`config.mk`:
```
export PLATFORM = sky130hd
export DESIGN_NAME = zero_detect_scheduler
export DESIGN_NICKNAME = d
export VERILOG_FILES = /design/src/rtl/zero_detect_scheduler.sv
export SDC_FILE = /design/constraint.sdc
export NUM_CORES = 1
export LEC_CHECK = 0
export ABC_AREA = 1
export ABC_CLOCK_PERIOD_IN_PS = 3200
export BUFFER_PORTS_ARGS = -buffer_cell sky130_fd_sc_hd__buf_2
export CORE_MARGIN = 5
export CORE_UTILIZATION = 55
export DETAILED_ROUTE_END_ITERATION = 6
export GPL_TIMING_DRIVEN = 0
export PLACE_DENSITY = 0.93
export SETUP_SLACK_MARGIN = 0.5
export SLEW_MARGIN = 30
export SYNTH_ARGS = -nofsm -noshare
export SYNTH_HDL_FRONTEND = slang
export SYNTH_SLANG_ARGS = --single-unit
```
`constraint.sdc`:
```
create_clock -name clock -period 3.2 [get_ports clock]
set_input_delay 0.16 -clock clock [delete_from_list [all_inputs] [get_ports clock]]
set_output_delay 0.16 -clock clock [all_outputs]
set_load 0.005 [all_outputs]
```
`src/rtl/zero_detect_scheduler.sv`:
```
// zero_detect_scheduler
//
// Round-robin scheduler that shares one serial "1-then-0" Mealy detector
// among N_REQ requesters. A granted word is shifted MSB-first through the
// detector. The number of 1->0 transitions is then reported, tagged with
// the requester index.
//
// Ports:
//   clock    rising-edge clock
//   reset    asynchronous, active-low reset
//   req      per-requester request level
//   data     requester i word at [i*WORD_W +: WORD_W]
//   gnt      registered one-hot grant pulse (first SHIFT cycle)
//   busy     high whenever the scheduler is not idle
//   ser_bit  bit presented to the detector (0 outside SHIFT)
//   ser_det  combinational detector output (prev_bit & ~ser_bit in SHIFT)
//   done     registered one-cycle result-valid pulse
//   done_id  requester index of the last result
//   count    1->0 transition count of the last result
module zero_detect_scheduler #(
    parameter int unsigned N_REQ  = 4,
    parameter int unsigned WORD_W = 8,
    parameter int unsigned ID_W   = $clog2(N_REQ),
    parameter int unsigned CNT_W  = $clog2(WORD_W + 1)
) (
    input  logic                    clock,
    input  logic                    reset,
    input  logic [N_REQ-1:0]        req,
    input  logic [N_REQ*WORD_W-1:0] data,
    output logic [N_REQ-1:0]        gnt,
    output logic                    busy,
    output logic                    ser_bit,
    output logic                    ser_det,
    output logic                    done,
    output logic [ID_W-1:0]         done_id,
    output logic [CNT_W-1:0]        count
);

    localparam int unsigned BC_W = $clog2(WORD_W);

    typedef enum logic [1:0] {StIdle, StShift, StDone} state_e;

    state_e              state_q, state_d;
    logic [N_REQ-1:0]    gnt_q, gnt_d;
    logic [WORD_W-1:0]   shreg_q, shreg_d;
    logic [ID_W-1:0]     cur_id_q, cur_id_d;
    logic [ID_W-1:0]     last_id_q, last_id_d;
    logic                prev_bit_q, prev_bit_d;
    logic [CNT_W-1:0]    run_cnt_q, run_cnt_d;
    logic [BC_W-1:0]     bit_cnt_q, bit_cnt_d;
    logic                done_q, done_d;
    logic [ID_W-1:0]     done_id_q, done_id_d;
    logic [CNT_W-1:0]    count_q, count_d;

    // Round-robin search state
    logic [ID_W-1:0]     idx;
    logic [ID_W-1:0]     winner;
    logic                found;
    logic [WORD_W-1:0]   word_sel;

    // Search last_id+1, last_id+2, ... modulo N_REQ for the first request.
    always_comb begin
        idx    = last_id_q;
        winner = '0;
        found  = 1'b0;
        for (int k = 0; k < N_REQ; k++) begin
            if (idx == ID_W'(N_REQ - 1)) begin
                idx = '0;
            end else begin
                idx = idx + ID_W'(1);
            end
            if (!found && req[idx]) begin
                found  = 1'b1;
                winner = idx;
            end
        end
    end

    always_comb begin
        word_sel = '0;
        for (int i = 0; i < N_REQ; i++) begin
            if (winner == ID_W'(i)) begin
                word_sel = data[i*WORD_W +: WORD_W];
            end
        end
    end

    assign ser_bit = (state_q == StShift) ? shreg_q[WORD_W-1] : 1'b0;
    assign ser_det = (state_q == StShift) ? (prev_bit_q & ~ser_bit) : 1'b0;

    always_comb begin
        state_d    = state_q;
        gnt_d      = '0;
        shreg_d    = shreg_q;
        cur_id_d   = cur_id_q;
        last_id_d  = last_id_q;
        prev_bit_d = prev_bit_q;
        run_cnt_d  = run_cnt_q;
        bit_cnt_d  = bit_cnt_q;
        done_d     = 1'b0;
        done_id_d  = done_id_q;
        count_d    = count_q;
        case (state_q)
            StIdle: begin
                if (found) begin
                    gnt_d      = N_REQ'(1) << winner;
                    shreg_d    = word_sel;
                    cur_id_d   = winner;
                    last_id_d  = winner;
                    prev_bit_d = 1'b0;
                    run_cnt_d  = '0;
                    bit_cnt_d  = '0;
                    state_d    = StShift;
                end
            end
            StShift: begin
                run_cnt_d  = run_cnt_q + CNT_W'(ser_det);
                prev_bit_d = ser_bit;
                shreg_d    = shreg_q << 1;
                bit_cnt_d  = bit_cnt_q + BC_W'(1);
                if (bit_cnt_q == BC_W'(WORD_W - 1)) begin
                    // Result includes the detection made on the last bit.
                    state_d   = StDone;
                    done_d    = 1'b1;
                    count_d   = run_cnt_q + CNT_W'(ser_det);
                    done_id_d = cur_id_q;
                end
            end
            StDone: begin
                state_d = StIdle;
            end
            default: begin
                state_d = StIdle;
            end
        endcase
    end

    always_ff @(posedge clock or negedge reset) begin
        if (!reset) begin
            state_q    <= StIdle;
            gnt_q      <= '0;
            shreg_q    <= '0;
            cur_id_q   <= '0;
            last_id_q  <= ID_W'(N_REQ - 1);
            prev_bit_q <= 1'b0;
            run_cnt_q  <= '0;
            bit_cnt_q  <= '0;
            done_q     <= 1'b0;
            done_id_q  <= '0;
            count_q    <= '0;
        end else begin
            state_q    <= state_d;
            gnt_q      <= gnt_d;
            shreg_q    <= shreg_d;
            cur_id_q   <= cur_id_d;
            last_id_q  <= last_id_d;
            prev_bit_q <= prev_bit_d;
            run_cnt_q  <= run_cnt_d;
            bit_cnt_q  <= bit_cnt_d;
            done_q     <= done_d;
            done_id_q  <= done_id_d;
            count_q    <= count_d;
        end
    end

    assign gnt     = gnt_q;
    assign busy    = (state_q != StIdle);
    assign done    = done_q;
    assign done_id = done_id_q;
    assign count   = count_q;

endmodule

```
; ---- After elaboration in Yosys (flattened, before gate mapping)
; Index checks and enable logic that the tools add are counted.
[classes]
addsub = 6
multipliers = 0
div = 0
order_cmp = 4
n_eq_ne = 11
n_shift = 1
n_mux = 41
n_bitwise = 2
reduce_logical = 14
[op_table]
columns = operator, n
row1 = 8-bit two-way mux, 5
row2 = 2-bit two-way mux, 10
row3 = 8-bit one-hot mux with 2 select lines, 1
row4 = 1-bit two-way mux, 13
row5 = "2-bit == test, second input constant", 6
row6 = "2-bit by 3-bit < comparator with 1-bit output, second input constant", 4
row7 = 4-bit two-way mux, 3
row8 = "2-bit by 1-bit adder with 2-bit output, second input constant", 4
row9 = 1-bit binary-select mux with 2-bit select, 4
row10 = 4-bit one-hot mux with 2 select lines, 1
row11 = 2-bit AND reduction, 4
row12 = 3-bit one-hot mux with 2 select lines, 1
row13 = 4-bit by 1-bit adder with 4-bit output, 1
row14 = "2-bit by 1-bit == test with 1-bit output, second input constant", 2
row15 = 2-bit logical NOT, 2
row16 = 2-bit one-hot mux with 2 select lines, 1
row17 = 2-bit nonzero test, 2
row18 = "1-bit by 2-bit left shift with 4-bit output, first input constant", 1
row19 = "3-bit by 1-bit adder with 3-bit output, second input constant", 1
row20 = "3-bit == test, second input constant", 1
row21 = 1-bit logical AND, 3
row22 = 1-bit logical NOT, 3
row23 = 3-bit two-way mux, 1
row24 = "2-bit by 1-bit != test with 1-bit output, second input constant", 1
row25 = other kinds (4), 4
[word_totals]
reg_bits = 33
latchBits = 0
mem_bits_rw = 0
romBits = 0
in_bits = 38
out_inout_bits = 14
elab_cells = 90
n_memories = 0

; ---- Longest topological paths before layout
[depth]
word_depth = 21
mapped_depth = 18
ltp_nobuf = 18

; ---- Worst setup path before layout
; No wires, ideal clock.
[synth_path]
path_type = register to register
start = reg state_q[1]
end = reg run_cnt_q[2]
setup_ns = 0.135
t_arrival_ns = 2.011
path_slack_ns = 1.055
path_stages_with_launch = 9
synth_period_minus_slack_ns = 2.145
cell_sequence = dfrtp_1 nor2_1 inv_1 clkbuf_1 nor3_1 ha_1 ha_1 xnor2_1 o21ai_0
[synth_between]
elab_chain_len = 7
[synth_lines]
columns = element, line_no
row1 = from (decl), 43  ; state_e state_q, state_d;
row2 = from (signal assigned), 140  ; state_q <= StIdle;
row3 = from (signal assigned), 152  ; state_q <= state_d;
row4 = 2-bit by 1-bit == test with 1-bit output (*), "88, 89"
row5 = 1-bit two-way mux, 88  ; assign ser_bit = (state_q == StShift) ? shreg_q[WORD_W-1] : 1'b0;
row6 = 1-bit NOT, 89  ; assign ser_det = (state_q == StShift) ? (prev_bit_q & ~ser_bit) : 1'b0;
row7 = 1-bit bitwise AND, 89
row8 = 1-bit two-way mux (*), 89
row9 = named net ser_det, 33  ; output logic ser_det,
row10 = 4-bit by 1-bit adder with 4-bit output (*), 117  ; run_cnt_d = run_cnt_q + CNT_W'(ser_det);
row11 = 4-bit one-hot mux with 2 select lines (*), 103  ; case (state_q)
row12 = to (signal assigned), 158  ; run_cnt_q <= run_cnt_d;
row13 = to (decl), 49  ; logic [CNT_W-1:0] run_cnt_q, run_cnt_d;
; The timed path passes the listed nets; every way through them passes the cells marked *.
; A chain may end at the register's enable or synchronous reset.

; ---- Worst setup path after layout
[layout_path]
start = reg last_id_q[0]
end = reg shreg_q[3]
[layout_between]
elab_chain_len = 21
[layout_lines]
columns = element, line_no
row1 = from (decl), 47  ; logic [ID_W-1:0] last_id_q, last_id_d;
row2 = from (signal assigned), 144  ; last_id_q <= ID_W'(N_REQ - 1);
row3 = from (signal assigned), 156  ; last_id_q <= last_id_d;
row4 = 2-bit by 1-bit adder with 2-bit output / 2-bit == test (equally long branches), "70, 67"
row5 = 2-bit two-way mux (*), 67  ; if (idx == ID_W'(N_REQ - 1)) begin
row6 = branches (longest 19 deep; another with 2-bit by 1-bit adder with 2-bit output), --
row7 = to (signal assigned), 154  ; shreg_q <= shreg_d;
row8 = to (decl), 45  ; logic [WORD_W-1:0] shreg_q, shreg_d;
; Every way passes the cells marked *. The select of a mux whose other input is x is not followed.

==> results <==
- The routed layout has 1940 vias.
- The biggest area contributor in the post-synthesis netlist is sky130_fd_sc_hd__dfrtp_1.
- 0 antenna diodes ended up in the layout.
- Setup repair after global routing left no endpoint under its margin.
- For this run, the register share of the synthesized area comes to 40.1%.
- The startpoint type of the worst setup path is a flop.
- In this run the tool buffered the top-level ports with 51 buffer cells.
- The first routing iteration left 113 violations.
- The critical path in this run is classified as flop to flop.
- The delay contributed by the slowest stage of the critical path is 0.58 ns.
- The commonest cells after synthesis are sky130_fd_sc_hd__nand2_1 (76), sky130_fd_sc_hd__inv_1 (41), sky130_fd_sc_hd__dfrtp_1 (31).
- The share of synthesized area in the top cell type comes to 37.6%.
- At the later pin of the worst-skew pair, clock insertion delay measures 0.29 ns.
- The die covers 5080 um^2.
- By instance count, the cell type seen most on the critical path is sky130_fd_sc_hd__nand2_1.
- STA classifies the critical path endpoint as a flop.
- The final critical path takes up 74.6% of the cycle.
- The clock sink count is 33.
- The growth of design area from synthesis to finish is 21.5%.
- In this run the horizontal extent of the chip is 71.3 um.
- The final layout net count is 372.
- After synthesis the netlist holds a flip-flop and latch count of 33.
- The cell family contributing the most delay on the critical path is simple AND/OR/NAND/NOR gates.
- The synthesized netlist net count is 313.
- The worst max-slew margin expressed relative to the limit is 52.7%.
- The number of detailed-routing iterations run before antenna repair is 4.
- The final routed DRC violation total is 0.
- The signal arrival time at the worst endpoint is 2.62 ns.
- The global-route wire length before repair is 8.01 mm.
- Global routing used 19.6% of the available tracks across all layers.
- The wire length per cell after detailed routing is 12.5 um.
- The TritonCTS clock tree is yes.
- The number of clock buffers inserted by TritonCTS is 5.
- The total count of hold-check failures in the final report is 0.
- The CTS H-tree depth is 2.
- Across the routed clock network, the largest skew measured is 0.00291 ns.
- The die is 71.3 um tall.
- For this configuration, the core starts out at a cell density of 56.4%.
- Summed over all nets, the half-perimeter wirelength after detailed placement is 3.66 mm.
- In this run the count of I/O pins placed on the die edge is 52.
- The initial antenna violation count is 0.
- The type of the tightest min-delay check is input pin to flop.
- At the end of routability-driven placement, the weighted congestion stood at 0.941.
- The maximum fanout along the worst path is 8.
- The total core area is 3660 um^2.
- The fmax is 0.419 GHz.
- The final period demand of the worst path is 2.39 ns.
- The proportion of synthesized flip-flops having asynchronous set or reset is 100%.
- The cell sitting at the root of the clock tree is a sky130_fd_sc_hd__clkbuf_8.
- The number of flops mapped to enable cells by yosys is 0.
- Setup violations remaining at the end of the flow were counted as 0.
- The mapped cell area is 2060 um^2.
- The number of maximum-capacitance violations is 0.
- The predominant post-synthesis flop cell is sky130_fd_sc_hd__dfrtp_1.
- The number of buffers on the longest clock path is 2.
- Yosys attributes the largest share of cell area to sky130_fd_sc_hd__dfrtp_1 (38%), sky130_fd_sc_hd__nand2_1 (14%), sky130_fd_sc_hd__inv_1 (7.5%).
- The fraction of layout cells with a size suffix above 1 is 30.6%.
- The number of library cell types mapped by synthesis is 28.
- Dividing the detail-routed via count by the number of cells gives 5.13.
- After detailed placement, the design holds a cell count of 369.
- After routing, the total negative slack on setup checks comes to 0 ns.
- Global routing finished with a remaining overflow of 0.
- The clock-pin slew of the registers on the worst-case setup and hold paths is 0.06 ns.
- The slew at the pin closest to its max-slew limit is 0.710 ns.
- The final antenna-violating net count is 0.
- The post-route non-filler standard cell count is 378.
- The critical-path cell with the highest stage delay is sky130_fd_sc_hd__dfstp_2.
- The number of global-route vias before repair is 1856.
- The total count of max-transition violations in the final report is 0.
- STA puts the critical path data required time at 3.43 ns.
- The aggregate routed wire length is 4.73 mm.
- Synthesis handed over a netlist of 270 instances.
- The critical path goes through ha_1 -> inv_2 -> nand2_1 -> nand2_1 -> nand2_2 -> nand2_4 -> nand3_2 -> nor2_4 -> nor2_1 -> nor2_4 -> o21ai_1 -> nand2_1 -> nand2_1 -> nand2_1 -> nand2_1 -> nand2_1.
- The run finished with clean final reports.
- The maximum number of pins on one net before global-route repair is 34.
- The number of warnings issued by yosys is 0.
- Each instance of the synthesized netlist takes up on average 7.64 um^2.
- The buffer and inverter count on the worst path is 1.
- The dominant cell by count in the synthesized netlist is sky130_fd_sc_hd__nand2_1.
- The total number of placement rows is 22.
[tightest hold or removal path: cells and delay by family]
kind            cells  cell delay, ns
buf+inv             2            0.12
simple gates        2            0.08
compound gates      1            0.05
[metal layers]
| metal | vias to the layer above | global-route usage (%) | part of all wire [%] |
|---|---|---|---|
| li1 | 979 | - | - |
| met1 | 879 | 24.1 | 42 |
| met4 | 0 | 6.68 | 2.0 |
| met5 | - | 0 | 0 |
| met3 | 10 | 4.91 | 7.9 |
| met2 | 72 | 33.6 | 48 |
[cell families (layout without fill, tap and decap cells)]
| family | count (synthesis) | count (layout) | synth area share [%] |
|---|---|---|---|
| AND/OR/NAND/NOR | 139 | 139 | 34.1 |
| buffers and inverters | 51 | 111 | 10.4 |
| AO/OA/AOI/OAI | 40 | 40 | 11.5 |
| flip-flops | 33 | 33 | 40.1 |
| adder cells (fa/ha/maj) | 5 | 5 | 3.03 |
| XOR/XNOR | 2 | 2 | 0.849 |
[sequential cells by signal (all words and copies together), names as in the netlist]
name and cells:
shreg_q 8, count 4, gnt 4, run_cnt_q 4
bit_cnt_q 3, cur_id_q 2, done_id 2, last_id_q 2
state_q 2, done 1, prev_bit_q 1
[per-stage QoR]
step	util [%]	instance area, um^2	setup slack (ns)	hold WS [ns]
floorplan	-	2060	1.05	-0.136
finish	68.5	2510	0.813	0.164
global placement	65.0	2380	0.825	0.237
global route	68.5	2510	0.634	0.187
CTS	68.4	2500	0.674	0.159
detailed placement	65.0	2380	0.692	0.247
[path summary, 6_finish.rpt]
path	cells past startpoint	startpoint	endpoint	slack, ns
setup / recovery	16	last_id_q[0]	shreg_q[3]	0.81
max in group asynchronous	2	reset	done_id[1]	2.29
hold / removal	5	data[30]	shreg_q[6]	0.16
hold reg to reg	2	last_id_q[1]	last_id_q[1]	0.48
min in group asynchronous	2	reset	count[1]	0.46
setup reg to reg	16	last_id_q[0]	shreg_q[3]	0.81
[placed cells by master (no fill, tap or decap), types with 3 or more instances in the layout]
cell type / n
sky130_fd_sc_hd__inv_2: 4
sky130_fd_sc_hd__dfrtp_1: 31
sky130_fd_sc_hd__nor2_1: 5
sky130_fd_sc_hd__nand3_1: 22
sky130_fd_sc_hd__buf_2: 51
sky130_fd_sc_hd__o22ai_1: 5
sky130_fd_sc_hd__clkbuf_1: 3
sky130_fd_sc_hd__nand4_1: 5
sky130_fd_sc_hd__o21ai_0: 20
sky130_fd_sc_hd__nand2_2: 11
sky130_fd_sc_hd__nor2_4: 6
sky130_fd_sc_hd__nand2_1: 76
sky130_fd_sc_hd__nand3_2: 3
sky130_fd_sc_hd__nor3_1: 3
sky130_fd_sc_hd__clkbuf_8: 6
sky130_fd_sc_hd__o21ai_1: 7
sky130_fd_sc_hd__ha_1: 5
sky130_fd_sc_hd__nand2_4: 3
sky130_fd_sc_hd__inv_1: 41
sky130_fd_sc_hd__o21ai_2: 6
[what timing repair did]
item | CTS | global route
setup endpoints to repair | 0 | 6
buffers inserted | 0 | 0
hold buffers | 1 | 0
resized for setup | 0 | 1
endpoints found under the hold margin | 31 | 0
[cell type report]
cell class | instances | area (um^2)
Fill cell | 306 | 1150
Multi-Input combinational cell | 186 | 1020
Sequential cell | 33 | 828
Timing Repair Buffer | 52 | 265
Inverter | 45 | 169
Clock buffer | 7 | 86.3
Tap cell | 48 | 60.1
Buffer | 6 | 45.0
Clock inverter | 1 | 30.0
Power is left out: the tool's default activity adds up to more than one toggle a clock period on the data nets, which glitch-free logic cannot reach.
